$ cat src/rtl/cdb_arbiter.sv
// cdb_arbiter: round-robin grant of one functional-unit result per cycle onto
// the common data bus, with a registered broadcast that holds under ROB
// back-pressure and is killed by a branch flush.
module cdb_arbiter #(
  parameter int NUM_REQ = 4,
  parameter int TAG_W   = 3
) (
  input  logic                     clk,
  input  logic                     rst,
  input  logic [NUM_REQ-1:0]       req,
  input  logic [NUM_REQ*TAG_W-1:0] req_tag,
  input  logic [NUM_REQ*32-1:0]    req_data,
  output logic [NUM_REQ-1:0]       gnt,
  input  logic                     cdb_stall,
  input  logic                     flush,
  output logic                     cdb_valid,
  output logic [TAG_W-1:0]         cdb_tag,
  output logic [31:0]              cdb_data
);

  localparam int PTR_W = $clog2(NUM_REQ);

  logic [PTR_W-1:0] ptr_q, ptr_d;
  logic [PTR_W-1:0] win;
  logic [PTR_W:0]   idx_w;
  logic             any_req;
  logic             accept;
  logic             grant;
  logic [TAG_W-1:0] win_tag;
  logic [31:0]      win_data;

  logic             cdb_valid_q, cdb_valid_d;
  logic [TAG_W-1:0] cdb_tag_q, cdb_tag_d;
  logic [31:0]      cdb_data_q, cdb_data_d;

  // A new result can be taken when the bus is free or being consumed this
  // cycle; flush and reset both suppress granting.
  assign accept = (!cdb_valid_q || !cdb_stall) && !flush && rst;
  assign grant  = accept && any_req;

  // Find the first pending requester scanning upward from ptr, wrapping.
  always_comb begin
    win     = '0;
    any_req = 1'b0;
    idx_w   = '0;
    for (int k = 0; k < NUM_REQ; k++) begin
      idx_w = {1'b0, ptr_q} + (PTR_W+1)'(k);
      if (idx_w >= (PTR_W+1)'(NUM_REQ)) idx_w = idx_w - (PTR_W+1)'(NUM_REQ);
      if (!any_req && req[idx_w[PTR_W-1:0]]) begin
        any_req = 1'b1;
        win     = idx_w[PTR_W-1:0];
      end
    end
  end

  // One-hot grant plus an AND-OR mux of the winner's payload; the payload
  // never feeds back into the grant decision.
  always_comb begin
    gnt      = '0;
    win_tag  = '0;
    win_data = '0;
    for (int i = 0; i < NUM_REQ; i++) begin
      gnt[i] = grant && (win == PTR_W'(i));
      if (gnt[i]) begin
        win_tag  = req_tag[i*TAG_W +: TAG_W];
        win_data = req_data[i*32 +: 32];
      end
    end
  end

  // Next pointer and broadcast register contents, flush taking priority.
  always_comb begin
    ptr_d       = ptr_q;
    cdb_valid_d = 1'b0;
    cdb_tag_d   = cdb_tag_q;
    cdb_data_d  = cdb_data_q;
    if (grant) begin
      if (win == PTR_W'(NUM_REQ-1)) ptr_d = '0;
      else                          ptr_d = win + PTR_W'(1);
    end
    if (flush) begin
      cdb_valid_d = 1'b0;
    end else if (grant) begin
      cdb_valid_d = 1'b1;
      cdb_tag_d   = win_tag;
      cdb_data_d  = win_data;
    end else if (cdb_valid_q && cdb_stall) begin
      cdb_valid_d = 1'b1;
    end
  end

  // State registers; reset discards any broadcast held under stall.
  always_ff @(posedge clk or negedge rst) begin
    if (!rst) begin
      ptr_q       <= '0;
      cdb_valid_q <= 1'b0;
      cdb_tag_q   <= '0;
      cdb_data_q  <= '0;
    end else begin
      ptr_q       <= ptr_d;
      cdb_valid_q <= cdb_valid_d;
      cdb_tag_q   <= cdb_tag_d;
      cdb_data_q  <= cdb_data_d;
    end
  end

  assign cdb_valid = cdb_valid_q;
  assign cdb_tag   = cdb_tag_q;
  assign cdb_data  = cdb_data_q;

endmodule

$ cat config.mk
export PLATFORM = sky130hd
export DESIGN_NAME = cdb_arbiter
export DESIGN_NICKNAME = d
export VERILOG_FILES = /design/src/rtl/cdb_arbiter.sv
export SDC_FILE = /design/constraint.sdc
export NUM_CORES = 1
export LEC_CHECK = 0
export ABC_CLOCK_PERIOD_IN_PS = 2400
export CAP_MARGIN = 10
export CORE_ASPECT_RATIO = 1.1
export CORE_UTILIZATION = 36
export DETAILED_ROUTE_END_ITERATION = 10
export GPL_TIMING_DRIVEN = 0
export HOLD_SLACK_MARGIN = 0.02
export PLACE_DENSITY = 0.87
export SETUP_SLACK_MARGIN = 0.1
export SLEW_MARGIN = 20
export SYNTH_ARGS = -nofsm -noshare
export SYNTH_HDL_FRONTEND = slang
export SYNTH_SLANG_ARGS = --single-unit
$ cat constraint.sdc
create_clock -name clk -period 2.4 [get_ports clk]
set_input_delay 0.48 -clock clk [delete_from_list [all_inputs] [get_ports clk]]
set_output_delay 0.48 -clock clk [all_outputs]
set_load 0.01 [all_outputs]
=== After elaboration in Yosys (flattened, before gate mapping) ===
Cells that the tools add are included.

* Register bits: 38
* ROM bits: 0
* Memories kept: 0
* Input port bits: 148
* Logic and storage cells: 76
* Bits in latches: 0
* Memory bits (writable): 0

* Multiply operators: 0
* Div/mod/pow operators: 0
* Reductions and logical operators: 20
* Add/sub/neg operators: 8
* Bitwise operators: 1
* Shift-type cells: 0
* Eq/ne operators: 3
* Mux-type cells: 32
* Magnitude comparators: 8

{| class="wikitable"
|+ Operators with widths
! cell !! number
|-
| $mux W32 || 4
|-
| $mux W2 || 9
|-
| $lt A2 B3 Y1 const B || 4
|-
| $mux W3 || 4
|-
| $logic_and A1 B1 Y1 || 11
|-
| $mux W1 || 11
|-
| $ge A3 B3 Y1 const B || 3
|-
| $bmux W1 S2 || 4
|-
| $sub A2 B1 Y2 const B || 4
|-
| $add A2 B2 Y3 const B || 2
|-
| $logic_not A1 Y1 || 6
|-
| $eq A2 B2 Y1 const B || 2
|-
| $add A2 B1 Y3 const B || 1
|-
| $ge A2 B3 Y1 const B || 1
|-
| $add A2 B1 Y2 const B || 1
|-
| $eq A2 B1 Y1 const B || 1
|-
| $logic_not A2 Y1 || 1
|-
| $reduce_and A2 Y1 || 1
|-
| $logic_or A1 B1 Y1 || 1
|-
| $not A1 Y1 || 1
|}

=== Longest topological paths before layout ===
* Word-level depth: 20
* Depth in mapped cells: 11
* Depth with buffers taken out: 9

=== Worst setup path before layout ===
OpenSTA, ideal clock, no wires.

* Path type: input-to-output
* Start point: input req[3]
* End point: output gnt[0]
* Arrival time: 1.784 ns
* Path buffers: 2
* Setup slack: 0.136 ns
* Stages on the path: 6
* Required time: 1.920 ns
* Cells stage by stage: a21boi_0 -> o221ai_1 -> ha_1 -> clkbuf_1 -> clkbuf_1 -> and2_1

* Longest elaborated chain between the ends: 14
* Elaborated cells on any way between the ends: 25

{| class="wikitable"
|+ RTL lines
! element !! RTL line !! text
|-
| from (decl) || 10 || <nowiki>input logic [NUM_REQ-1:0] req,</nowiki>
|-
| $bmux W1 S2 || 49 || <nowiki>if (!any_req && req[idx_w[PTR_W-1:0]]) begin</nowiki>
|-
| $mux W1 (not written as such) || 49 ||
|-
| $mux W1 || 49 ||
|-
| $logic_not A1 Y1 || 49 ||
|-
| $logic_and A1 B1 Y1 || 49 ||
|-
| $mux W1 || 49 ||
|-
| $logic_not A1 Y1 || 49 ||
|-
| $logic_and A1 B1 Y1 || 49 ||
|-
| $mux W1 || 49 ||
|-
| $logic_not A1 Y1 || 49 ||
|-
| $logic_and A1 B1 Y1 || 49 ||
|-
| $mux W2 or $mux W1 (tied branches) || 49 ||
|-
| $logic_not A2 Y1 or $logic_and A1 B1 Y1 (tied branches) || 63, 39 ||
|-
| $logic_and A1 B1 Y1 (*) || 63 || <nowiki>gnt[i] = grant && (win == PTR_W'(i));</nowiki>
|-
| to (decl) || 13 || <nowiki>output logic [NUM_REQ-1:0] gnt,</nowiki>
|}

Every way passes the cells marked *; elsewhere a longest branch is shown, timed or not. The select of a mux whose other input is x is not followed.

=== Worst setup path in the final report ===
* Start point: register ptr_q[0]
* End point: output gnt[3]

* Longest elaborated chain between the ends: 16
* Elaborated cells on any way between the ends: 40

{| class="wikitable"
|+ RTL lines
! element !! RTL line !! text
|-
| from (decl) || 23 || <nowiki>logic [PTR_W-1:0] ptr_q, ptr_d;</nowiki>
|-
| from (signal assigned) || 100 || <nowiki>ptr_q <= ptr_d;</nowiki>
|-
| branches (longest 15 deep; another with $add A2 B1 Y3) || - ||
|-
| $logic_and A1 B1 Y1 (*) || 63 ||
|}

Mark *: on every way between the ends. The select of a mux whose other input is x is not followed.

==> metrics.md <==
| Metric | Value |
|---|---|
| Status | finished with violations |
| Violated checks | design-rule violations, negative setup slack |
| CTS tree | done |
| Int Pwr | 0.00263 W |
| Layout Nets | 746 |
| Fillers | 556 |
| FF-to-FF path depth | 12 |
| DRC violations left | 12 |
| Max_slew headroom | 0.632 |
| Register area | 952 um2 |
| Crit path launch | ptr_q[0] |
| Synthesis Warnings | 0 |
| Clk slew on worst S/H paths | 80 ps |
| # setup viols final | 3 |
| Total chip power | 0.00453 W |
| Most common cell in the netlist | a21oi_1 |
| Synth top cells by count | a21oi_1, nand2_1, dfrtp_1, inv_1, o21ai_0 |
| Delay-heaviest family, CP | buffers and inverters |
| Clock latency on the worst-skew pair | 280 ps |
| Critical path depth | 9 |
| Switching Share | 0.418 |
| Comb power frac | 0.674 |
| Peak supply drop | 0.000430 V |
| Largest net degree at the start of global routing | 23 |
| Slew Limit Fails | 0 |
| Sink Count | 38 |
| Wire per inst | 17.8 um |
| Worst-path cell chain | inv_2 -> o21ai_4 -> o31ai_4 -> o22a_1 -> buf_4 -> ha_4 -> clkbuf_16 -> and2_1 -> buf_2 |
| Slew @ Worst Pin | 552 ps |
| Drt first pass iters | 8 |
| Multi-input logic area | 1610 um2 |
| FF+latch count, synth | 38 |
| WS Path Type | flip-flop to output pin |
| Inserted Diodes | 0 |
| Worst reg2reg endpoint | cdb_data[12] |
| Initial core utilization | 0.380 |
| PwrDens | 865 nW/um2 |
| GRT Residual Overflow | 0 |
| GPL Wtd Cong | 0.912 |
| Worst hold path type | input pin to asynchronous set/reset pin |
| Main flop type after synthesis | dfrtp_1 |
| RSZ-0062 raised after global routing | yes |
| Area fraction of the dominant cell type after synthesis | 0.349 |
| Boundary Pins | 188 |
| Required time at the worst-slack endpoint | 1920 ps |
| Post-synth EDFFs | 0 |
| Netlist cell types | 24 |
| Routed wire length | 12100 um |
| Die Y | 93.2 um |
| Leakage | 2.20 nW |
| Worst Path Max Fanout | 3 |
| Fin crit share | 1.03 |
| Clk root buf | clkbuf_8 |
| TritonCTS Buffers | 5 |
| Die area | 7910 um2 |
| Initial antenna violation count | 0 |
| DP HPWL | 8620 um |
| Iteration-0 DRC Markers | 225 |
| Largest cells by area after synthesis | dfrtp_1, a21oi_1, a22oi_1 |
| Post-synthesis net count | 536 |
| Core ar. | 7170 um2 |
| PortBufs | 187 |
| DIE WIDTH | 84.9 um |
| CTS max path bufs | 2 |
| Core Rows | 32 |
| Reg-to-reg setup timing slack | 150 ps |
| Post-DR vias/cell | 5.53 |
| Dpl ws | -1330 ps |
| Crit-path max cell delay | 420 ps |
| Sequential area share after synthesis | 0.349 |
| Switching pwr | 0.00189 W |
| Cells after synthesis | 384 |
| Core Util, Final | 0.731 |
| CP max stage cell | dfrtp_1 |
| Mean post-synth cell area | 7.09 um2 |
| Final hold violation count | 0 |
| Worst Setup EP | gnt[3] |
| Reg power frac | 0.234 |
| Max cap viols | 0 |
| DR vias | 3757 |
| Clock skew | 11.6 ps |
| Async S/R FF share, synth | 1.00 |
| Post-route setup slack | -67.0 ps |
| Share of cells above drive strength 1 | 0.172 |
| Final antenna-violating net count | 0 |
| GRT Total Usage | 0.291 |
| FMAX | 0.405 GHz |
| Bufs and invs on worst path | 4 |
| P&R area growth vs syn | 92.3% |
| CP Data Arrival Time | 1990 ps |
| Cell taking the most area after synthesis | dfrtp_1 |
| Reg2Reg Launch Point | ptr_q[0] |
| Number of global-route vias before repair | 3798 |
| Clock power share | 0.093 |
| Area of the mapped netlist | 2720 um2 |
| Crit end category | output pin |
| Tmin final | 2470 ps |
| First-pass GRT wire length | 18100 um |
| Startpoint types | flip-flop |
| Htree depth | 2 |
-- state kept, by name, indices dropped and copies added (netlist names) --
name	count
cdb_tag	3
cdb_data	32
cdb_valid	1
ptr_q	2
-- how the worst min path moves through the flow --
stage              endpoint  slack [ps]    startpoint
6_report          cdb_valid         170           rst
5_1_grt           cdb_valid         210           rst
4_1_cts           cdb_valid         180           rst
3_5_place_dp      cdb_valid         490           rst
3_3_place_gp   cdb_data[17]         500  cdb_data[17]
2_1_floorplan   cdb_data[0]         180           rst
-- cell type report --
class | count | share of cell area
repair buffers | 206 | 0.385
multi-input cells | 271 | 0.308
flip-flops and latches | 38 | 0.182
plain buffers | 34 | 0.0624
inverters | 38 | 0.0272
well taps | 85 | 0.0203
clock buffers | 7 | 0.0146
-- per-layer routing --
metal | GRT usage | routed length, um
met1 | 0.314 | 4560
met2 | 0.549 | 6370
met3 | 0.0671 | 850
met4 | 0.114 | 313
met5 | 0 | 0
-- placed cells by master (no fill, tap or decap), types with 3 or more instances in the layout --
cell type          n
clkdlybuf4s50_1  178
a21oi_1           90
nand2_1           39
dfrtp_1           37
inv_1             35
a22oi_1           34
nor2_1            32
o21ai_0           27
buf_4             19
a21oi_2           15
buf_6             11
clkbuf_2           9
o21ai_1            8
clkbuf_8           7
clkbuf_1           5
buf_2              5
buf_8              4
nor2_2             4
clkbuf_4           4
inv_2              3
and2_4             3
ha_4               3
-- power by group through the flow --
stage               clock [W]  sequential, W  combinational, W
floorplan                   0        0.00114           0.00121
global placement            0        0.00104           0.00239
detailed placement          0        0.00105           0.00248
CTS                  0.000421        0.00105           0.00280
global route         0.000453        0.00108           0.00325
finish               0.000419        0.00106           0.00305
-- cells by family (layout without fill, tap and decap cells) --
| family | Yosys count | after routing | synth area share |
|---|---|---|---|
| adders and majority gates | 4 | 4 | 0.0184 |
| buffers and inverters | 75 | 285 | 0.117 |
| DFF | 38 | 38 | 0.349 |
| and+or+nand+nor | 82 | 82 | 0.125 |
| AOI/OAI and AO/OA | 183 | 183 | 0.381 |
| muxes | 2 | 2 | 0.00919 |
-- through the flow --
step | setup TNS (ps) | hold slack, ps | std cells | area [um2]
global route | -304 | 207 | 679 | 5240
floorplan | 0 | 184 | 384 | 2720
finish | -101 | 174 | 679 | 5240
detailed placement | -30580 | 487 | 657 | 4720
CTS | -121 | 176 | 676 | 5100
global placement | -55480 | 504 | 656 | 4700
-- what timing repair did --
item,4_1_cts,5_1_grt
hold buffers,0,0
pin swaps,10,16
buffers inserted,13,5
gates resized for setup,101,59
gates cloned,0,0
endpoints found under the setup margin,39,39
Note: power is estimated with default switching activity, not from simulation.
